==> config.mk <==
export PLATFORM = sky130hd
export DESIGN_NAME = ising_coupling_cell
export DESIGN_NICKNAME = d
export VERILOG_FILES = /design/src/rtl/ising_coupling_cell.sv
export SDC_FILE = /design/constraint.sdc
export NUM_CORES = 1
export LEC_CHECK = 0
export CAP_MARGIN = 5
export CORE_AREA = 2 2 42 44
export DETAILED_ROUTE_END_ITERATION = 10
export DIE_AREA = 0 0 44 46
export PLACE_DENSITY = 0.69
export SLEW_MARGIN = 5
export SYNTH_ARGS = -nofsm -noshare
export SYNTH_HDL_FRONTEND = slang
export SYNTH_SLANG_ARGS = --single-unit
==> constraint.sdc <==
create_clock -name clk -period 4.39 [get_ports clk]
set_input_delay 0.439 -clock clk [delete_from_list [all_inputs] [get_ports clk]]
set_output_delay 0.439 -clock clk [all_outputs]
set_load 0.02 [all_outputs]
==> src/rtl/ising_coupling_cell.sv <==
// Ising array crosspoint: two inertial delay lines whose delay follows the coupling weight.
// Define ISING_CELL_SYNC_IN_EN to put a 2-flop synchronizer on sin and din.
module ising_coupling_cell #(
  parameter int SHORTED  = 0,
  parameter int NOM_DLY  = 4,
  parameter int FAST_DLY = 2,
  parameter int SLOW_DLY = 6,
  parameter int CNT_W    = 4
) (
  input  logic       clk,
  input  logic       rstn,
  input  logic [2:0] weight,
  input  logic       sin,
  input  logic       din,
  output logic       sout,
  output logic       dout
);

  localparam logic [CNT_W-1:0] NOM_M1  = CNT_W'(NOM_DLY - 1);
  localparam logic [CNT_W-1:0] FAST_M1 = CNT_W'(FAST_DLY - 1);
  localparam logic [CNT_W-1:0] SLOW_M1 = CNT_W'(SLOW_DLY - 1);
  localparam logic [CNT_W-1:0] ONE     = CNT_W'(1);

  logic s_in;
  logic d_in;

`ifdef ISING_CELL_SYNC_IN_EN
  logic [1:0] s_sync_q, s_sync_d;
  logic [1:0] d_sync_q, d_sync_d;

  always_comb begin
    s_sync_d = {s_sync_q[0], sin};
    d_sync_d = {d_sync_q[0], din};
  end

  always_ff @(posedge clk) begin
    if (!rstn) begin
      s_sync_q <= '0;
      d_sync_q <= '0;
    end else begin
      s_sync_q <= s_sync_d;
      d_sync_q <= d_sync_d;
    end
  end

  assign s_in = s_sync_q[1];
  assign d_in = d_sync_q[1];
`else
  assign s_in = sin;
  assign d_in = din;
`endif

  // index 0 is the s path, index 1 the d path
  logic [1:0]       src;
  logic [1:0]       ptr;
  logic [1:0]       o_q, o_d;
  logic [1:0]       pend_q, pend_d;
  logic [CNT_W-1:0] cnt_q [2];
  logic [CNT_W-1:0] cnt_d [2];

  function automatic logic [CNT_W-1:0] dly_m1(
    input logic [2:0] w,
    input logic       al
  );
    logic [CNT_W-1:0] r;
    if (SHORTED != 0) r = NOM_M1;
    else if (w[2])    r = al ? FAST_M1 : SLOW_M1;
    else if (w[1])    r = NOM_M1;
    else              r = al ? SLOW_M1 : FAST_M1;
    return r;
  endfunction

  always_comb begin
    if (SHORTED != 0) begin
      src = {s_in, d_in};
      ptr = {d_in, s_in};
    end else begin
      src = {d_in, s_in};
      ptr = {s_in, d_in};
    end
  end

  always_comb begin
    for (int p = 0; p < 2; p++) begin
      o_d[p]    = o_q[p];
      pend_d[p] = pend_q[p];
      cnt_d[p]  = cnt_q[p];
      if (pend_q[p]) begin
        // source back at the output value: swallow the short pulse
        if (src[p] == o_q[p]) begin
          pend_d[p] = 1'b0;
          cnt_d[p]  = '0;
        end else if (cnt_q[p] == ONE) begin
          o_d[p]    = src[p];
          pend_d[p] = 1'b0;
          cnt_d[p]  = '0;
        end else begin
          cnt_d[p] = cnt_q[p] - ONE;
        end
      end else if (src[p] != o_q[p]) begin
        cnt_d[p] = dly_m1(weight, src[p] == ptr[p]);
        if (cnt_d[p] == '0) o_d[p] = src[p];
        else pend_d[p] = 1'b1;
      end
    end
  end

  always_ff @(posedge clk) begin
    if (!rstn) begin
      o_q    <= '0;
      pend_q <= '0;
      for (int p = 0; p < 2; p++) cnt_q[p] <= '0;
    end else begin
      o_q    <= o_d;
      pend_q <= pend_d;
      for (int p = 0; p < 2; p++) cnt_q[p] <= cnt_d[p];
    end
  end

  assign sout = o_q[0];
  assign dout = o_q[1];

endmodule

# --- Word-level counts from Yosys, hierarchy flattened ---
# Memory sizes are Yosys's and may differ from the RTL's.
# Index checks and enable logic that the tools add are counted.
word_totals:
  elab_cells: 72
  in_bits: 7
  reg_bits: 4
  memories: 1
  out_inout_bits: 2
  ramBits: 8
op_classes:
  add_sub_neg: 2
  n_bitwise: 2
  n_reduce_logical: 8
  eq_ne: 12
  muxes: 44
memory_table:
  columns: ["name", "words", "width", "rd", "rd_clocked_by_memory_dff", "write_ports", "line", "source"]
  rows:
  - ["cnt_q", 2, 4, 2, 0, 2, "58", "logic [CNT_W-1:0] cnt_q [2];"]
op_table:
  columns: ["cell", "n"]
  rows:
  - ["two-way mux 4 bit", 14]
  - ["two-way mux 3 bit", 8]
  - ["two-way mux 1 bit", 22]
  - ["equality test 4 x 1 -> 1 bit (second input constant)", 2]
  - ["logical NOT 4 bit", 2]
  - ["AND reduction 4 bit", 2]
  - ["nonzero test 2 bit", 4]
  - ["subtractor 4 x 1 -> 4 bit (second input constant)", 2]
  - ["equality test 1 bit", 4]
  - ["!= test 2 x 1 -> 1 bit (second input constant)", 2]
  - ["!= test 2 bit (second input constant)", 2]
  - ["!= test 1 bit", 2]
  - ["bitwise OR 1 bit", 2]

# --- Logic depth before layout (Yosys ltp) ---
# Gate-level depths: netlist of the first run.
depth:
  depth_word: 10
  mapped_depth: 6
  depth_no_buf: 6

# --- Least setup slack after synthesis of the first run ---
# No wires, ideal clock.
synth_timing:
  path_type: "register to register"
  startpoint: "register o_q[1]"
  endpoint: "memory cnt_q[1][3] (netlist: cnt_q[0][7])"
  setup_time_ns: 0.070
  period_less_slack_ns: 1.564
  n_path_buf: 0
  path_stages_with_launch: 5
  setup_slack_ns: 2.826
  arrival_ns: 1.494
  t_required_ns: 4.320
  path_cell_list: "dfxtp_1 xor2_2 nand2_2 or4_1 a21boi_1"
synth_lines:
  columns: ["item", "line", "source"]
  rows:
  - ["start: declaration", "56", "logic [1:0] o_q, o_d;"]
  - ["start signal: assignment", "110", "o_q <= '0;"]
  - ["start signal: assignment", "114", "o_q <= o_d;"]
  - ["end: declaration", "58", null]

==> results by group, run 1 <==
STA
  • Clock period minus worst slack: 1.91 ns
  • Share of the cycle needed by the critical path after routing: 0.434
  • RSZ-0062 raised after global routing: no
  • Clock Skew: 0.00662 ns
  • Setup Viol. Count Final: 0
  • Hold slack final: 0.490 ns
  • Setup TNS: 0 ns
  • Maximum achievable frequency: 524 MHz
  • Final max-slew violation count: 0
  • Final hold violation count: 0
  • Least-Margin Pin Slew: 0.579 ns
  • Relative slew slack: 0.613

Clock tree
  • CTS tree: built
  • Post_cts resized: 0
  • Clock Tree Root: sky130_fd_sc_hd__clkbuf_4
  • Number of sinks on the clock net: 12
  • Number of buffers on the longest clock path: 2
  • CTS HTree Levels: 1
  • Later-pin clock latency in the skew report: 0.27 ns
  • Setup bufs post-CTS: 0
  • Hold buffer count at CTS: 0
  • Clock-pin slew reported for the worst setup and hold paths after clock tree synthesis: 0.07 ns
  • Number of buffers created by CTS: 3

Setup path
  • Timing startpoint of the critical path: din
  • Data required time of the worst path: 4.59 ns
  • Worst Setup Start Kind: primary input
  • Worst Reg-to-Reg Cells: 5
  • Critical path, cell by cell: clkdlybuf4s50_1, xor2_2, nand2_2, or4_1, a21boi_1
  • Register-to-register setup slack: roughly 2.8 ns
  • Highest cell delay on the worst timing path: 0.61 ns
  • CP Capture Type: flip-flop
  • CP max FO: 7
  • Reg-to-reg critical path startpoint: cnt_q[0][4]
  • CP arrival: 2.11 ns
  • Class of the most critical setup path: in -> reg
  • Max stage delay cell, worst path: sky130_fd_sc_hd__clkdlybuf4s50_1
  • R2R Path End: cnt_q[0][7]
  • Capturing element of the worst setup path: cnt_q[0][7]

Synthesis
  • Syn Area/Cell: 8.57 um^2
  • Seq cells post-synth: 12
  • Asr flop ratio synth: 0
  • Net Count, Synth: 98
  • Post-Synthesis Cell Area: 746 um^2
  • Main synth FF type: sky130_fd_sc_hd__dfxtp_1
  • Fraction of post-synthesis cell area in the top cell type by area: 0.322
  • Library cell with the highest instance count after synthesis: sky130_fd_sc_hd__dfxtp_1
  • Count of different cell masters after synthesis: 35
  • Library cell with the largest summed area after synthesis: sky130_fd_sc_hd__dfxtp_1
  • Post-synth EDFFs: 0
  • Register area share after synthesis: 0.322
  • Cells after synthesis: 87
  • Top cells by instance count after synthesis: sky130_fd_sc_hd__dfxtp_1 (12), sky130_fd_sc_hd__o21ai_0 (6), sky130_fd_sc_hd__nand2_1 (5), sky130_fd_sc_hd__nand3b_1 (5)
  • Count of yosys warnings during synthesis: 0
  • Leading cell types by total area after synthesis: sky130_fd_sc_hd__dfxtp_1 (32%), sky130_fd_sc_hd__ha_1 (6.7%), sky130_fd_sc_hd__nand3b_1 (5.0%)

Floorplan
  • Height of the die: between 40 and 50 um
  • Core footprint: 1610 um^2
  • Effective utilization at floorplan: 0.462
  • Number of top-level design ports: 9
  • Die area: around 2000 um^2
  • DIE WIDTH: approximately 44 um
  • Number of cell rows: 15

Pwr
  • Design Power: 0.000248 W
  • Peak supply drop: 0.000168 V
  • PwrDens: 291 nW/um^2
  • Leak Pwr: 0.326 nW

Outcome
  • Run status: complete, no violations

Cells and area
  • Fraction of layout cells with a size suffix above 1: 0.0526
  • Number of diodes: 0
  • Count of nets after finishing: 108
  • Synth-to-layout area growth: 14.3%
  • Final core utilization: 0.528

Routing
  • Number of violations reported at the end of detailed-routing iteration 0: 8
  • Detailed Route WL: 1320 um
  • Post-route DRC violation count: 0
  • Routed len/inst: roughly 12 um
  • Routed vias: 626
  • Drt via density: 5.59
  • Number of nets with antenna violations after detailed routing: 0
  • Count of TritonRoute iterations in the first routing pass: 4

Job
  • Max-cap violations: 0

Global route
  • Largest net degree at the start of global routing: 15
  • GRT overflow: 0
  • Vias in the first global route: roughly 510
  • GR Util All Layers: 0.164
  • Initial antenna violation count: 0
  • First-pass GRT wire length: roughly 2300 um

Placed design
  • DP Wirelength: ~1000 um
  • Number of port buffers: 7
  • RD Place Congestion: 0.752

Hold path
  • Worst min-delay path category: reg -> reg
  • Number of instances on the worst hold path: 2
cells by family after synthesis:
logic type | after synthesis | synth area share
simple gates | 39 | 0.312
xor+xnor | 3 | 0.0453
buf+inv | 6 | 0.0302
mux | 2 | 0.0268
compound gates | 21 | 0.196
flops | 12 | 0.322
fa+ha+maj | 4 | 0.0671
placed cells by master (no fill, tap or decap), drive strengths merged, types with 4 or more instances in the layout:
cell / netlist / final
o21ai: 6 / 6
inv: 4 / 4
nor3: 4 / 4
nor2b: 4 / 4
nand2: 6 / 6
ha: 4 / 4
dfxtp: 12 / 12
nand3b: 5 / 5
clkdlybuf4s50: 0 / 7
area by class of cell:
cell class                      count  area (um^2)
Clock buffer                        3         22.5
Fill cell                         156          762
Inverter                            4         15.0
Timing Repair Buffer                7         70.1
Multi-Input combinational cell     69          483
Tap cell                           17         21.3
Sequential cell                    12          240
metal layers:
| metal | share of wire | up-vias | GRT usage |
|---|---|---|---|
| met2 | 0.47 | 8 | 0.250 |
| met1 | 0.48 | 281 | 0.193 |
| met3 | 0.021 | 4 | 0.0476 |
| li1 | - | 333 | - |
| met5 | 0 | - | 0 |
| met4 | 0.029 | 0 | 0.127 |
how the worst min path moves through the flow:
stage                           start           to  slack (ns)
final                     cnt_q[0][7]  cnt_q[0][7]        0.49
after global routing      cnt_q[0][7]  cnt_q[0][7]        0.53
after CTS                 cnt_q[0][7]  cnt_q[0][7]        0.50
after detailed placement  cnt_q[0][7]  cnt_q[0][7]        0.49
after global placement    cnt_q[0][7]  cnt_q[0][7]        0.48
after floorplan           cnt_q[0][7]  cnt_q[0][7]        0.46
critical path, delay by kind of cell:
family                 cells  cell delay, ns
AND/OR/NAND/NOR            2            0.59
AO/OA/AOI/OAI              1            0.14
XOR/XNOR                   1            0.33
buffers and inverters      1            0.61
where the power goes:
part           switching (W)  internal (W)
combinational      0.0000256     0.0000283
sequential         0.0000101      0.000117
clock              0.0000355     0.0000317
metrics by stage:
stage               setup slack [ns]  cell area (um^2)  cells
global route                    2.37               852    112
CTS                             2.49               852    112
finish                          2.48               852    112
global placement                2.17               830    109
detailed placement              2.20               830    109
floorplan                       2.83               746     87
sequential cells by signal (all words and copies together), names as in the netlist:
register  count
o_q           2
cnt_q         8
pend_q        2
Power figures use the tool's default switching activity.
==> inputs of run 2 (changes only) <==
==> constraint.sdc (replaced) <==
create_clock -name clk -period 2 [get_ports clk]
set_input_delay 0.2 -clock clk [delete_from_list [all_inputs] [get_ports clk]]
set_output_delay 0.2 -clock clk [all_outputs]
set_load 0.02 [all_outputs]
==> results by group, run 2 (synthesis gave the netlist of run 1 again) <==
Clock tree
  • CTS tree: built
  • Number of buffers on the longest clock path: 2
  • CTS HTree Levels: 1
  • Number of buffers created by CTS: 3
  • Later-pin clock latency in the skew report: 0.28 ns
  • Setup bufs post-CTS: 0
  • Hold buffer count at CTS: 0
  • Clock Tree Root: sky130_fd_sc_hd__clkbuf_4
  • Number of sinks on the clock net: 12
  • Post_cts resized: 0
  • Clock-pin slew reported for the worst setup and hold paths after clock tree synthesis: 0.08 ns

Cells and area
  • Number of diodes: 0
  • Count of nets after finishing: ~110
  • Commonest non-fill, non-tap cell in the layout: sky130_fd_sc_hd__dfxtp_1
  • Top library cells by usage in the layout, fill and taps aside: sky130_fd_sc_hd__dfxtp_1 (12), sky130_fd_sc_hd__clkdlybuf4s50_1 (7), sky130_fd_sc_hd__o21ai_0 (6)
  • Synth-to-layout area growth: 18.3%
  • Fraction of layout cells with a size suffix above 1: 0.0909
  • Register with the most flip-flops: cnt_q
  • Number of flip-flops under the largest register name: 8
  • Largest registers: cnt_q (8), o_q (2), pend_q (2)

Hold path
  • Worst min-delay path category: reg -> reg
  • End point of the worst hold path: cnt_q[0][7]
  • Number of instances on the worst hold path: 2
  • Worst min-delay path startpoint: cnt_q[0][7]

Floorplan
  • Number of top-level design ports: 9
  • Die area: roughly 2000 um^2
  • Height of the die: 46 um
  • DIE WIDTH: between 40 and 50 um
  • Core footprint: 1610 um^2
  • Effective utilization at floorplan: 0.462
  • Number of cell rows: 15

STA
  • Final hold violation count: 0
  • Relative slew slack: 0.633
  • RSZ-0062 raised after global routing: no
  • Final max-slew violation count: 0
  • Clock period minus worst slack: 1.60 ns
  • Share of the cycle needed by the critical path after routing: 0.801
  • Least-Margin Pin Slew: 0.550 ns
  • Slack of the critical path: approximately 0.40 ns
  • Setup Viol. Count Final: 0
  • Setup TNS: 0 ns
  • Maximum achievable frequency: roughly 620 MHz
  • Clock Skew: 0.00104 ns

Routing
  • Detailed Route WL: 1540 um
  • Drt via density: 5.74
  • Routed len/inst: 13.2 um
  • Post-route DRC violation count: 0
  • Number of nets with antenna violations after detailed routing: 0
  • Number of violations reported at the end of detailed-routing iteration 0: 13
  • Routed vias: between 600 and 700
  • Count of TritonRoute iterations in the first routing pass: 4

Setup path
  • Register-to-register setup slack: around 0.40 ns
  • CP arrival: approximately 1.8 ns
  • CP Capture Type: flip-flop
  • Worst Setup Start Kind: flip-flop
  • Max stage delay cell, worst path: sky130_fd_sc_hd__nor3b_1
  • R2R Path End: cnt_q[0][7]
  • Highest cell delay on the worst timing path: 0.47 ns
  • Worst Reg-to-Reg Cells: 6
  • CP max FO: 6
  • Data required time of the worst path: 2.17 ns
  • Class of the most critical setup path: reg -> reg
  • Reg-to-reg critical path startpoint: cnt_q[0][5]
  • Critical path, cell by cell: inv_1, ha_1, nor3b_1, and4b_1, o21ai_0, a21boi_1

Pwr
  • PwrDens: approximately 640 nW/um^2
  • Design Power: 0.000562 W
  • Peak supply drop: 0.000289 V
  • Leak Pwr: 0.345 nW

Placed design
  • DP Wirelength: approximately 1100 um
  • Number of port buffers: 7
  • RD Place Congestion: 0.733
  • Worst-case setup slack after placement: between 0.2 and 0.3 ns

Global route
  • Vias in the first global route: 591
  • First-pass GRT wire length: roughly 2600 um
  • Largest net degree at the start of global routing: 11
  • GR Util All Layers: 0.184
  • GRT overflow: 0
  • Initial antenna violation count: 0

Job
  • Max-cap violations: 0

Outcome
  • Run status: complete, no violations
-- run 2: worst max path at each step --
stage	to	slack [ns]	cells after the start	startpoint
after global placement	cnt_q[0][2]	0.31	5	sin
after CTS	cnt_q[0][7]	0.37	6	cnt_q[0][5]
final	cnt_q[0][7]	0.40	6	cnt_q[0][5]
after global routing	cnt_q[0][7]	0.21	6	cnt_q[0][5]
after floorplan	cnt_q[0][7]	0.44	4	o_q[1]
after detailed placement	cnt_q[0][2]	0.28	5	sin
-- run 2: routing by layer --
| metal | vias to the layer above | GRT usage | share of wire |
|---|---|---|---|
| met3 | 5 | 0.0476 | 0.021 |
| met5 | - | 0 | 0 |
| li1 | 340 | - | - |
| met4 | 0 | 0.139 | 0.030 |
| met2 | 9 | 0.309 | 0.48 |
| met1 | 312 | 0.199 | 0.46 |
-- run 2: area by class of cell --
class / count / area, um^2
inverters: 4 / 15.0
flip-flops and latches: 12 / 240
well taps: 17 / 21.3
multi-input cells: 69 / 483
repair buffers: 11 / 100
clock buffers: 3 / 22.5
fillers: 151 / 732
-- run 2: report_power, final --
| part | internal, W | total [W] | switching, W | leakage, nW |
|---|---|---|---|---|
| Sequential | 0.000256 | 0.000279 | 0.0000226 | 0.0986 |
| Combinational | 0.0000688 | 0.000129 | 0.0000602 | 0.233 |
| Clock | 0.0000699 | 0.000154 | 0.0000842 | 0.0138 |
| Total | 0.000395 | 0.000562 | 0.000167 | 0.345 |
-- run 2: through the flow --
step / hold slack, ns / cell area [um^2] / cells / util
2_1_floorplan: 0.354 / 746 / 87 / -
3_3_place_gp: 0.470 / 860 / 113 / 0.533
3_5_place_dp: 0.483 / 860 / 113 / 0.533
4_1_cts: 0.494 / 882 / 116 / 0.547
5_1_grt: 0.520 / 882 / 116 / 0.547
6_report: 0.488 / 882 / 116 / 0.547
-- run 2: worst max-delay path, delay by kind of cell (launching register included) --
| kind | cells | cell delay [ns] |
|---|---|---|
| and+or+nand+nor | 2 | 0.72 |
| DFF | 1 | 0.33 |
| AOI/OAI and AO/OA | 2 | 0.22 |
| adders and majority gates | 1 | 0.13 |
| buffers and inverters | 1 | 0.08 |
